==> src/rtl/sll_pipe_pkg.sv <==
// Shared definitions for the logical-left shift pipeline.
// ALU_WIDTH / ALU_SHAMT_W mirror the datapath sizing used by the right-shift unit,
// so both shifters elaborate with the same defaults.
package sll_pipe_pkg;

  localparam int unsigned ALU_WIDTH   = 32;
  localparam int unsigned ALU_SHAMT_W = 5;

  // Shift distance handled by pipeline stage k.
  function automatic int unsigned stage_dist(input int unsigned k);
    return 32'd1 << k;
  endfunction

endpackage

==> src/rtl/sll_stage.sv <==
// One stage of the left barrel shifter.
// Conditionally shifts by 2**K (selected by bit K of the remaining shift amount),
// accumulates the sticky overflow flag, and registers the result when adv=1.
// Ports:
//   clock, reset      rising-edge clock, async active-high reset
//   adv               pipeline advance enable (global)
//   v_prev/d_prev/s_prev/o_prev  valid, data, shift amount, overflow from predecessor
//   v/d/s/o           registered stage outputs
module sll_stage
  import sll_pipe_pkg::*;
#(
  parameter int unsigned WIDTH   = ALU_WIDTH,
  parameter int unsigned SHAMT_W = ALU_SHAMT_W,
  parameter int unsigned K       = 0
) (
  input  logic               clock,
  input  logic               reset,
  input  logic               adv,
  input  logic               v_prev,
  input  logic [WIDTH-1:0]   d_prev,
  input  logic [SHAMT_W-1:0] s_prev,
  input  logic               o_prev,
  output logic               v,
  output logic [WIDTH-1:0]   d,
  output logic [SHAMT_W-1:0] s,
  output logic               o
);

  localparam int unsigned DIST = stage_dist(K);

  logic [WIDTH-1:0] d_next;
  logic             o_next;

  always_comb begin
    d_next = d_prev;
    o_next = o_prev;
    if (s_prev[K]) begin
      d_next = d_prev << DIST;
      // Any 1 in the top DIST bits is lost by this stage's shift.
      o_next = o_prev | (|d_prev[WIDTH-1 -: DIST]);
    end
  end

  always_ff @(posedge clock or posedge reset) begin
    if (reset) begin
      v <= 1'b0;
      d <= '0;
      s <= '0;
      o <= 1'b0;
    end else if (adv) begin
      v <= v_prev;
      d <= d_next;
      s <= s_prev;
      o <= o_next;
    end
  end

endmodule

==> src/rtl/sll_pipe.sv <==
// Pipelined logical left barrel shifter with overflow detect.
// SHAMT_W register stages, stage k shifting by 2**k; zero fill from the LSB.
// A single global stall (adv) freezes every stage when the output is blocked.
// Ports:
//   clock, reset          rising-edge clock, async active-high reset
//   in_valid/in_ready     input handshake; in_ready = !out_valid | out_ready
//   in_data, in_shamt     operand and shift amount (0..WIDTH-1)
//   out_valid/out_ready   output handshake
//   out_data              in_data << in_shamt, forced to 0 when out_valid=0
//   out_ovf               1 if a 1-bit was shifted out past the MSB (0 when idle)
module sll_pipe
  import sll_pipe_pkg::*;
#(
  parameter int unsigned WIDTH   = ALU_WIDTH,
  parameter int unsigned SHAMT_W = ALU_SHAMT_W
) (
  input  logic               clock,
  input  logic               reset,
  input  logic               in_valid,
  output logic               in_ready,
  input  logic [WIDTH-1:0]   in_data,
  input  logic [SHAMT_W-1:0] in_shamt,
  output logic               out_valid,
  input  logic               out_ready,
  output logic [WIDTH-1:0]   out_data,
  output logic               out_ovf
);

  logic adv;

  // Element 0 is the pipeline input; element k+1 is stage k's register.
  logic               v_c [0:SHAMT_W];
  logic [WIDTH-1:0]   d_c [0:SHAMT_W];
  logic               o_c [0:SHAMT_W];
  logic [SHAMT_W-1:0] s_c [0:SHAMT_W-1];

  assign v_c[0] = in_valid;
  assign d_c[0] = in_data;
  assign o_c[0] = 1'b0;
  assign s_c[0] = in_shamt;

  for (genvar k = 0; k < SHAMT_W; k++) begin : g_stage
    logic [SHAMT_W-1:0] s_out;

    sll_stage #(
      .WIDTH  (WIDTH),
      .SHAMT_W(SHAMT_W),
      .K      (k)
    ) u_stage (
      .clock (clock),
      .reset (reset),
      .adv   (adv),
      .v_prev(v_c[k]),
      .d_prev(d_c[k]),
      .s_prev(s_c[k]),
      .o_prev(o_c[k]),
      .v     (v_c[k+1]),
      .d     (d_c[k+1]),
      .s     (s_out),
      .o     (o_c[k+1])
    );

    // The last stage's remaining shift amount has no consumer.
    if (k < SHAMT_W - 1) begin : g_fwd
      assign s_c[k+1] = s_out;
    end else begin : g_last
      logic [SHAMT_W-1:0] s_unused;
      assign s_unused = s_out;
    end
  end

  assign out_valid = v_c[SHAMT_W];
  assign adv       = !out_valid | out_ready;
  assign in_ready  = adv;

  // Bubble data is don't-care internally; hide it at the boundary.
  assign out_data  = out_valid ? d_c[SHAMT_W] : '0;
  assign out_ovf   = out_valid & o_c[SHAMT_W];

endmodule

==> config.mk <==
export PLATFORM = sky130hd
export DESIGN_NAME = sll_pipe
export DESIGN_NICKNAME = d
export VERILOG_FILES = /design/src/rtl/sll_pipe_pkg.sv /design/src/rtl/sll_stage.sv /design/src/rtl/sll_pipe.sv
export SDC_FILE = /design/constraint.sdc
export NUM_CORES = 1
export LEC_CHECK = 0
export ABC_CLOCK_PERIOD_IN_PS = 5900
export CAP_MARGIN = 20
export CORE_AREA = 2 2 147 149
export DETAILED_ROUTE_END_ITERATION = 8
export DIE_AREA = 0 0 149 151
export PLACE_DENSITY_LB_ADDON = 0.05
export SLEW_MARGIN = 15
export SYNTH_ARGS = -nofsm -noshare
export SYNTH_HDL_FRONTEND = slang
export SYNTH_SLANG_ARGS = --single-unit
==> constraint.sdc <==
create_clock -name clock -period 5.9 [get_ports clock]
set_input_delay 0.885 -clock clock [delete_from_list [all_inputs] [get_ports clock]]
set_output_delay 0.885 -clock clock [all_outputs]
set_load 0.05 [all_outputs]
==> results.md <==
- Clock latency on the worst-skew pair: around 420 ps
- Status: finished, final reports clean
- Crit path cell chain: clkdlybuf4s50_1 > and2b_4 > inv_2 > buf_4 > clkdlybuf4s50_1
- Gate power share: 34.6%
- Core region area: between 20000 and 25000 µm²
- Bufs and invs on worst path: 4
- Post-synthesis average cell area: 10.0 µm²
- Post-synthesis cell count: between 800 and 900
- Count of boundary I/O pins: 76
- Overall via count from detail_route: around 5500
- Switching part of the total power: 38.1%
- Post-CTS Setup Repair Bufs: 0
- Power per cell area: roughly 530 nW/µm²
- Most common library cell in the layout ignoring fill and taps: sky130_fd_sc_hd__nand2_1
- Layout cells sized above 1: 5.22%
- First-pass GRT wire length: 28200 µm
- Clock-pin slew reported for the worst setup and hold paths after clock tree synthesis: about 60 ps
- Critical-path top delay cell: sky130_fd_sc_hd__clkdlybuf4s50_1
- Startpoint types: primary input
- Post-route DRC: 0
- Final-layout worst hold slack: between 400 and 500 ps
- Number of placed instances with taps included: between 1000 and 1500
- PostCTS Resize Cnt: 0
- Final weighted congestion in routability-driven placement: 0.776
- Clock period minus final worst setup slack: 4040 ps
- Slack of the worst reg-to-reg path: around 2900 ps
- Sequential share of the synthesized area: between 50% and 60%
- Overall routed net length: 17000 µm
- Max clock buf depth: 2
- Number of sinks handled by clock tree synthesis: 180
- Initial core utilization: between 30% and 40%
- TritonCTS clock tree: done
- Highest-count cells in the layout ignoring fill and taps: 236 x sky130_fd_sc_hd__nand2_1, 179 x sky130_fd_sc_hd__dfrtp_1, 129 x sky130_fd_sc_hd__mux2i_1
- Hold bufs inserted after CTS: 0
- Seq pwr share: 43.3%
- Final max-slew violation count: 0
- Area growth, synth to finish: 17.3%
- Detailed-route vias per instance: between 4 and 5
- Share of total power in the clock network: between 20 and 25%
- Leak Pwr: between 4 and 5 nW
- Post-route fraction of the period consumed by the critical path: 68.5%
- Design internal power: 3.18 mW
- CP dominant cell by count: sky130_fd_sc_hd__clkdlybuf4s50_1
- Synth Net Count: just under 900
- Largest net degree at the start of global routing: 136
- Clk Tree Root Cell: sky130_fd_sc_hd__clkbuf_16
- Switching pwr: 1.96 mW
- Chip width: around 150 µm
- PortBufs: 75
- Antenna cells: 0
- Number of detailed-route iterations in the first pass: 5
- Critical Path End Type: output port
- Largest vdd supply drop: ~0.23 mV
- All-layer global routing usage: 15.9%
- Post-synthesis instance area: 8290 µm²
- RSZ-0062 raised after global routing: no
- Vias in the first global route: between 5000 and 6000
- Die height: roughly 150 µm
- Drt first-iter violations: ~270
- Arrival @ worst endpoint: about 3200 ps
- Sum of negative setup slack: 0 ps
- Worst min-delay path class: register to register
- Slowest stage delay, CP: between 900 and 1000 ps
- Setup Skew: approximately 6.4 ps
- Clock H-tree levels: 4
- Nets: 911
- Half-perimeter wire length after detailed placement: 11900 µm
- CP max FO: 54
- Row cnt: 53
- Number of non-filler instances in the completed layout: ~1200
- Count of synthesis-stage warnings from yosys: 0
- Number of buffers created by CTS: 17
- Slew of the pin with the lowest slew margin: 893 ps
- Headroom to the max-slew limit: around 40%
- Max-cap violations: 0
- Number of antenna violations at the first check in global routing: 0
- Setup Viol. Count Final: 0
- Fin. Hold Viols: 0
- Upper clock frequency limit: about 0.25 GHz
- Wire length per cell after detailed routing: between 10 and 15 µm
- Area enclosed by the die boundary: 22500 µm²
- Remaining number of nets flagged by the antenna check after routing: 0
- Req. time, crit path: 5020 ps
- Number of synthesized register bits: 180
- Crit Path Class: primary input to output port
- CP top delay family: buffers and inverters
- Layout Utilization: between 40% and 50%
- Gr ovfl total: 0
- Number of distinct standard cells referenced by the synthesized netlist: 23
## registers in the layout, indices dropped and copies added, names as in the netlist
name               count
g_stage.u_stage.o      5
g_stage.u_stage.v      5
g_stage.u_stage.s     10
g_stage.u_stage.d    160
## area by class of cell
class / count / area [µm²]
Multi-Input combinational cell: 583 / 3400
Clock inverter: 8 / 98.8
Timing Repair Buffer: 86 / 868
Inverter: 2 / 12.5
Clock buffer: 23 / 498
Sequential cell: 180 / 4510
Fill cell: 2013 / 11100
Tap cell: 275 / 344
## worst min-delay path, cell delays in order, from the launching register on
cell	delay, ps
sky130_fd_sc_hd__dfrtp_1	330
sky130_fd_sc_hd__nand2_1	50
sky130_fd_sc_hd__nand2_1	40
## synth_stat cells
cell | instances | area share [%]
sky130_fd_sc_hd__nand2_1 | 236 | 11
sky130_fd_sc_hd__dfrtp_1 | 180 | 54
sky130_fd_sc_hd__mux2i_1 | 129 | 16
sky130_fd_sc_hd__o21ai_0 | 106 | 6.4
sky130_fd_sc_hd__and2_1 | 33 | 2.5
sky130_fd_sc_hd__nand3b_1 | 31 | 2.8
sky130_fd_sc_hd__buf_2 | 29 | 1.7
sky130_fd_sc_hd__o21ai_1 | 25 | 1.5
sky130_fd_sc_hd__buf_6 | 12 | 1.6
sky130_fd_sc_hd__clkbuf_2 | 10 | 0.60
sky130_fd_sc_hd__clkbuf_1 | 8 | 0.36
sky130_fd_sc_hd__nor2_1 | 7 | 0.32
sky130_fd_sc_hd__a21oi_1 | 4 | 0.24
sky130_fd_sc_hd__nor4_1 | 4 | 0.30
sky130_fd_sc_hd__buf_4 | 3 | 0.27
sky130_fd_sc_hd__or4_1 | 3 | 0.27
sky130_fd_sc_hd__and2b_1 | 1 | 0.091
sky130_fd_sc_hd__and4_1 | 1 | 0.11
sky130_fd_sc_hd__inv_1 | 1 | 0.045
sky130_fd_sc_hd__inv_2 | 1 | 0.045
sky130_fd_sc_hd__nand2b_1 | 1 | 0.075
sky130_fd_sc_hd__nand3_1 | 1 | 0.060
sky130_fd_sc_hd__o22ai_1 | 1 | 0.075
## power groups by stage
stage | combinational (mW) | clock [mW] | sequential (mW)
2_1_floorplan | 1.48 | 0 | 2.05
6_report | 1.78 | 1.13 | 2.23
4_1_cts | 1.79 | 1.17 | 2.24
3_3_place_gp | 1.75 | 0 | 2.25
5_1_grt | 2.00 | 1.23 | 2.30
3_5_place_dp | 1.79 | 0 | 2.26
## cells by family (layout without fill, tap and decap cells)
kind of cell / after synthesis / in the layout / synth area share (%)
and+or+nand+nor: 318 / 318 / 17.2
DFF: 180 / 180 / 54.3
AOI/OAI and AO/OA: 136 / 136 / 8.22
muxes: 129 / 129 / 15.6
buffers and inverters: 64 / 119 / 4.71
## layer usage
metal	track usage, %	wire length, µm
met1	22.3	8420
met2	24.6	7690
met3	3.40	504
met4	5.62	393
met5	0	0
## final timing paths
check | end | start | cells after the start
setup / recovery | in_ready | out_ready | 5
hold / removal | g_stage[3].u_stage.v$_DFFE_PP0P_ | g_stage[3].u_stage.v$_DFFE_PP0P_ | 2
setup reg to reg | g_stage[0].u_stage.d[25]$_DFFE_PP0P_ | g_stage[4].u_stage.v$_DFFE_PP0P_ | 7
hold reg to reg | g_stage[3].u_stage.v$_DFFE_PP0P_ | g_stage[3].u_stage.v$_DFFE_PP0P_ | 2
max in group asynchronous | g_stage[1].u_stage.d[7]$_DFFE_PP0P_ | reset | 3
min in group asynchronous | g_stage[4].u_stage.d[29]$_DFFE_PP0P_ | reset | 2
## stage by stage
stage | area (µm²) | power [mW] | worst slack (ps)
6_report | 9730 | 5.14 | 1860
5_1_grt | 9730 | 5.53 | 1730
4_1_cts | 9670 | 5.20 | 1850
3_5_place_dp | 9080 | 4.05 | 1590
3_3_place_gp | 9080 | 4.00 | 1690
2_1_floorplan | 8290 | 3.53 | 128
Note: power is estimated with default switching activity, not from simulation.
